`config.mk`:
```
export PLATFORM = sky130hd
export DESIGN_NAME = reciever_payload
export DESIGN_NICKNAME = d
export VERILOG_FILES = /design/src/rtl/reciever_payload.sv
export SDC_FILE = /design/constraint.sdc
export NUM_CORES = 1
export LEC_CHECK = 0
export BUFFER_PORTS_ARGS = -buffer_cell sky130_fd_sc_hd__buf_4
export CAP_MARGIN = 15
export CORE_MARGIN = 2
export CORE_UTILIZATION = 51
export CTS_BUF_LIST = sky130_fd_sc_hd__clkbuf_4 sky130_fd_sc_hd__clkbuf_8 sky130_fd_sc_hd__clkbuf_16
export DETAILED_ROUTE_END_ITERATION = 8
export PLACE_DENSITY = 0.75
export SYNTH_ARGS = -nofsm -noshare
export SYNTH_HDL_FRONTEND = slang
export SYNTH_SLANG_ARGS = --single-unit
```
`constraint.sdc`:
```
create_clock -name i_clk -period 1.67 [get_ports i_clk]
set_clock_uncertainty 0.05 [all_clocks]
set_input_delay 0.334 -clock i_clk [delete_from_list [all_inputs] [get_ports i_clk]]
set_output_delay 0.334 -clock i_clk [all_outputs]
set_load 0.05 [all_outputs]
```
`src/rtl/reciever_payload.sv`:
```
// MIL-STD-1553 payload receiver: follows the prefix stage, collects the
// remaining Manchester half-bit samples (15 data bits + parity), assembles
// the word, checks encoding and parity, and strobes the result out.
module reciever_payload #(
    parameter int DATA_BITS      = 16,
    parameter int PARITY_ODD     = 1,
    parameter int TIMEOUT_CYCLES = 64
) (
    input  logic                 i_clk,
    input  logic                 i_reset_n,
    input  logic                 i_rx_in,
    input  logic                 i_rx_valid,
    input  logic                 i_prefix_done,
    input  logic                 i_prefix_fail,
    input  logic                 i_word_type,
    input  logic                 i_msb,
    output logic                 o_clear,
    output logic                 o_busy,
    output logic                 o_word_valid,
    output logic [DATA_BITS-1:0] o_word,
    output logic                 o_word_type,
    output logic                 o_parity_err,
    output logic                 o_manchester_err,
    output logic                 o_sync_err,
    output logic                 o_timeout_err
);

    // Half-bits still to collect after the prefix: (DATA_BITS-1) data pairs
    // plus one parity pair.
    localparam int HALVES = 2 * DATA_BITS;
    localparam int CNT_W  = $clog2(HALVES + 1);
    localparam int GAP_W  = $clog2(TIMEOUT_CYCLES + 1);

    localparam logic [CNT_W-1:0] LAST_HALF = CNT_W'(HALVES - 1);
    localparam logic [GAP_W-1:0] GAP_LIMIT = GAP_W'(TIMEOUT_CYCLES);

    typedef enum logic [1:0] {
        IDLE    = 2'd0,
        COLLECT = 2'd1,
        FINISH  = 2'd2
    } state_t;

    state_t               state_q, state_d;
    logic [CNT_W-1:0]     half_cnt_q, half_cnt_d;
    logic [GAP_W-1:0]     gap_q, gap_d;
    logic [DATA_BITS-1:0] shift_q, shift_d;
    logic                 h0_q, h0_d;
    logic                 parity_q, parity_d;
    logic                 man_q, man_d;
    logic                 type_q, type_d;

    logic [DATA_BITS-1:0] word_q, word_d;
    logic                 word_type_q, word_type_d;
    logic                 parity_err_q, parity_err_d;
    logic                 man_err_q, man_err_d;
    logic                 valid_q, valid_d;
    logic                 sync_err_q, sync_err_d;
    logic                 timeout_q, timeout_d;

    logic [GAP_W-1:0]     gap_inc;
    logic                 parity_xor;

    assign gap_inc    = gap_q + GAP_W'(1);
    assign parity_xor = ^{shift_q, parity_q};

    // The prefix stage is cleared on the same edge that captures its result.
    assign o_clear = (state_q == IDLE) && i_prefix_done;
    assign o_busy  = (state_q == COLLECT);

    assign o_word_valid     = valid_q;
    assign o_word           = word_q;
    assign o_word_type      = word_type_q;
    assign o_parity_err     = parity_err_q;
    assign o_manchester_err = man_err_q;
    assign o_sync_err       = sync_err_q;
    assign o_timeout_err    = timeout_q;

    // Next-state, decode and output-update logic.
    always_comb begin
        state_d      = state_q;
        half_cnt_d   = half_cnt_q;
        gap_d        = gap_q;
        shift_d      = shift_q;
        h0_d         = h0_q;
        parity_d     = parity_q;
        man_d        = man_q;
        type_d       = type_q;
        word_d       = word_q;
        word_type_d  = word_type_q;
        parity_err_d = parity_err_q;
        man_err_d    = man_err_q;
        valid_d      = 1'b0;
        sync_err_d   = 1'b0;
        timeout_d    = 1'b0;

        case (state_q)
            IDLE: begin
                if (i_prefix_done) begin
                    if (i_prefix_fail) begin
                        sync_err_d = 1'b1;
                    end else begin
                        type_d     = i_word_type;
                        shift_d    = {{(DATA_BITS-1){1'b0}}, i_msb};
                        half_cnt_d = '0;
                        gap_d      = '0;
                        man_d      = 1'b0;
                        state_d    = COLLECT;
                        // A sample coinciding with capture is payload half-bit 1.
                        if (i_rx_valid) begin
                            h0_d       = i_rx_in;
                            half_cnt_d = CNT_W'(1);
                        end
                    end
                end
            end

            COLLECT: begin
                if (i_rx_valid) begin
                    gap_d      = '0;
                    half_cnt_d = half_cnt_q + CNT_W'(1);
                    if (!half_cnt_q[0]) begin
                        h0_d = i_rx_in;
                    end else begin
                        // Pair decodes to its first half; 00/11 is flagged but still taken.
                        if (h0_q == i_rx_in) begin
                            man_d = 1'b1;
                        end
                        if (half_cnt_q == LAST_HALF) begin
                            parity_d = h0_q;
                            state_d  = FINISH;
                        end else begin
                            shift_d = {shift_q[DATA_BITS-2:0], h0_q};
                        end
                    end
                end else if (gap_inc == GAP_LIMIT) begin
                    // Sample stream stalled: drop the partial word.
                    timeout_d = 1'b1;
                    gap_d     = '0;
                    state_d   = IDLE;
                end else begin
                    gap_d = gap_inc;
                end
            end

            FINISH: begin
                word_d       = shift_q;
                word_type_d  = type_q;
                man_err_d    = man_q;
                parity_err_d = (PARITY_ODD != 0) ? ~parity_xor : parity_xor;
                valid_d      = 1'b1;
                state_d      = IDLE;
            end

            default: begin
                state_d = IDLE;
            end
        endcase
    end

    // State and output registers with synchronous active-low reset.
    always_ff @(posedge i_clk) begin
        if (!i_reset_n) begin
            state_q      <= IDLE;
            half_cnt_q   <= '0;
            gap_q        <= '0;
            shift_q      <= '0;
            h0_q         <= 1'b0;
            parity_q     <= 1'b0;
            man_q        <= 1'b0;
            type_q       <= 1'b0;
            word_q       <= '0;
            word_type_q  <= 1'b0;
            parity_err_q <= 1'b0;
            man_err_q    <= 1'b0;
            valid_q      <= 1'b0;
            sync_err_q   <= 1'b0;
            timeout_q    <= 1'b0;
        end else begin
            state_q      <= state_d;
            half_cnt_q   <= half_cnt_d;
            gap_q        <= gap_d;
            shift_q      <= shift_d;
            h0_q         <= h0_d;
            parity_q     <= parity_d;
            man_q        <= man_d;
            type_q       <= type_d;
            word_q       <= word_d;
            word_type_q  <= word_type_d;
            parity_err_q <= parity_err_d;
            man_err_q    <= man_err_d;
            valid_q      <= valid_d;
            sync_err_q   <= sync_err_d;
            timeout_q    <= timeout_d;
        end
    end

endmodule
```
==> results_dict.tcl <==
set metrics [dict create \
    gp_congestion 0.7910 \
    antennaDiodeCount 0 \
    synthesis.area_mm2 0.002427 \
    p_leak_nw 1.272 \
    clock-sinks 57 \
    end_kind "flop" \
    drv_cap 0 \
    synth_top_family_by_area "simple AND/OR/NAND/NOR gates" \
    drive_above_1_share_pct 29.79 \
    synth_edf_count 0 \
    pre_cts_slack_ns -0.05106 \
    synth_fa_ha_area_share_pct 1.031 \
    layout.nets 344 \
    ff2ff_path_depth 6 \
    r2r_end "shift_q[5]" \
    hold_depth 2 \
    path_cells "or3b_4, a21oi_4, and4b_2, clkbuf_16, a22oi_2, nor2_1" \
    cts_hold_buf 0 \
    synth_seq_area_share_pct 47.01 \
    grt_max_degree 21 \
    die_y_um 72.99 \
    antenna_found_initial 0 \
    finalWirelength_um 5355 \
    synth_seq_cells 57 \
    portBuffers 31 \
    vias 2113 \
    wl_met1_um 2503 \
    power_density_mw_per_mm2 852.4 \
    htreeDepth 3 \
    wl_per_cell_um 13.63 \
    setup_ws_ns -0.02959 \
    critPathBufInv 1 \
    total_power_mw 2.706 \
    yosys.cell_types.count 39 \
    dieArea_mm2 0.005328 \
    syn_avg_cell_area_um2 8.608 \
    worstPathArrival_ns 1.92 \
    synth_xor_area_share_pct 9.227 \
    hold_class "input pin to flop" \
    rr_startpoint "state_q[0]" \
    netlist_instances 282 \
    area_growth_pct 30.77 \
    top_layer "met4" \
    fmax_mhz 588.4 \
    hold_violations 0 \
    grt_first_pass_wirelength_um 8397 \
    synth-main-ff-cell "dfxtp_1" \
    coreArea_mm2 0.004661 \
    synth.mux.area_fraction_pct 1.701 \
    start_util_pct 52.08 \
    cts_buffer_depth 2 \
    slew_headroom_pct 75.01 \
    grt_pass1_vias 1835 \
    ios 32 \
    antenna_left 0 \
    tightest_slew_ns 0.3654 \
    fin_crit_ns 1.700 \
    cpPeakStageDelay_ns 0.41 \
    syn_nets 292 \
    slowest_stage "or3b_4" \
    whs_endpoint "o_sync_err" \
    min_period_over_period_pct 101.8 \
    worstPathMaxFanout 7 \
    status "finished with violations" \
    finalSetupViolCount 4 \
    rsz0062_at_grt "true" \
    critPathTopFamily "simple AND/OR/NAND/NOR gates" \
    cp_data_required_time_ns 1.89 \
    synth-simple-area-share_pct 20.46 \
    violations "setup timing" \
    grt_use_total_pct 20.55 \
    rows 25 \
    drc 0 \
    grt-ovfl-total 0 \
    critPathLaunchType "flop" \
    hp-start "i_prefix_fail" \
    wl_met2_um 2550 \
    cts_buffers 9 \
    slew_violations 0 \
    vdd_drop_max_uv 324.5 \
    place.detailed.hpwl_um 3384 \
    clkTransAtPathRegs_ns 0.06 \
    mostFrequentLayoutCells "nand2_1, dfxtp_1, buf_4" \
    cts_tree "built" \
    vias_per_cell 5.377 \
    yosysWarnings 0 \
    cts_root_buf "clkbuf_8" \
    clock_latency_ns 0.34 \
    regToRegSetupSlack_ns -0.03 \
    worst-path-stages 6 \
    drt_iter0_drc 119 \
    met3WireLength_um 205 \
    detail_route.first_pass.iterations 4 \
    synth_compound_area_share_pct 16.44 \
    ys_async_sr_fraction_pct 0 \
    criticalPathCategory "flop to flop" \
    fp.dieW_um 72.99 \
]
-- state kept, by name, indices dropped and copies added, names as in the netlist --
register / count
parity_q: 1
o_word: 16
gap_q: 7
o_manchester_err: 1
type_q: 1
man_q: 1
shift_q: 16
o_word_type: 1
o_timeout_err: 1
state_q: 2
o_sync_err: 1
h0_q: 1
o_word_valid: 1
o_parity_err: 1
half_cnt_q: 6
-- cells by family (layout without fill, tap and decap cells) --
logic type                 after synthesis  count (layout)
and+or+nand+nor                        113             113
buffers and inverters                   20              77
xor gates and xnor gates                24              24
DFF                                     57              57
muxes                                    4               4
adders and majority gates                2               2
AOI/OAI and AO/OA                       62              62
-- where the power goes --
part | switching, mW | total, mW | internal [mW]
sequential | 0.0116 | 1.38 | 1.37
clock | 0.549 | 1.09 | 0.542
combinational | 0.123 | 0.231 | 0.107
-- per-stage QoR --
stage	instances	hold WS (ns)	util (%)	area (um^2)	TNS [ns]
CTS	385	0.1910	64.24	2994	0
finish	393	0.1998	68.11	3174	-0.04917
global placement	369	0.3945	60.48	2819	0
detailed placement	369	0.3968	60.48	2819	-0.5865
global route	393	0.2060	68.11	3174	-0.9227
floorplan	282	0.3817	-	2435	-0.3009
-- cell usage after synthesis (5+ instances only) --
cell type	count	area (um^2)
a21oi_1	30	150.1
a22oi_1	16	120.1
and3_1	5	31.28
clkbuf_1	12	45.04
dfxtp_1	57	1141
nand2_1	52	195.2
nand3_1	7	35.03
nor2_1	32	120.1
o21ai_0	5	25.02
xnor2_1	16	140.1
xor2_1	7	61.31
-- area by class of cell --
| type | count | area (um^2) |
|---|---|---|
| clock inverters | 6 | 35.03 |
| inverters | 3 | 11.26 |
| repair buffers | 58 | 501.7 |
| clock buffers | 10 | 131.4 |
| fillers | 351 | 1486 |
| multi-input cells | 205 | 1280 |
| well taps | 54 | 67.56 |
| flip-flops and latches | 57 | 1147 |
-- how the worst max path moves through the flow --
stage	startpoint	end	slack (ns)
after detailed placement	i_prefix_fail	shift_q[6]	-0.05
after global placement	i_prefix_fail	shift_q[5]	0.006
after floorplan	state_q[0]	shift_q[10]	-0.03
after global routing	state_q[0]	shift_q[13]	-0.07
after CTS	gap_q[0]	state_q[0]	0.007
final	state_q[0]	shift_q[5]	-0.03
-- metal layers --
metal | GRT usage (%) | up-vias
met5 | 0 | -
met4 | 10.08 | 0
met3 | 5.663 | 12
met2 | 31.43 | 47
met1 | 26.65 | 988
li1 | - | 1066
-- timing repair --
item                       in CTS  in global routing
setup buffers                   0                  7
gates cloned                    0                  1
gates resized for setup         3                 24
setup endpoints to repair       2                 20
pin swaps                       0                 10
Power figures use the tool's default switching activity.
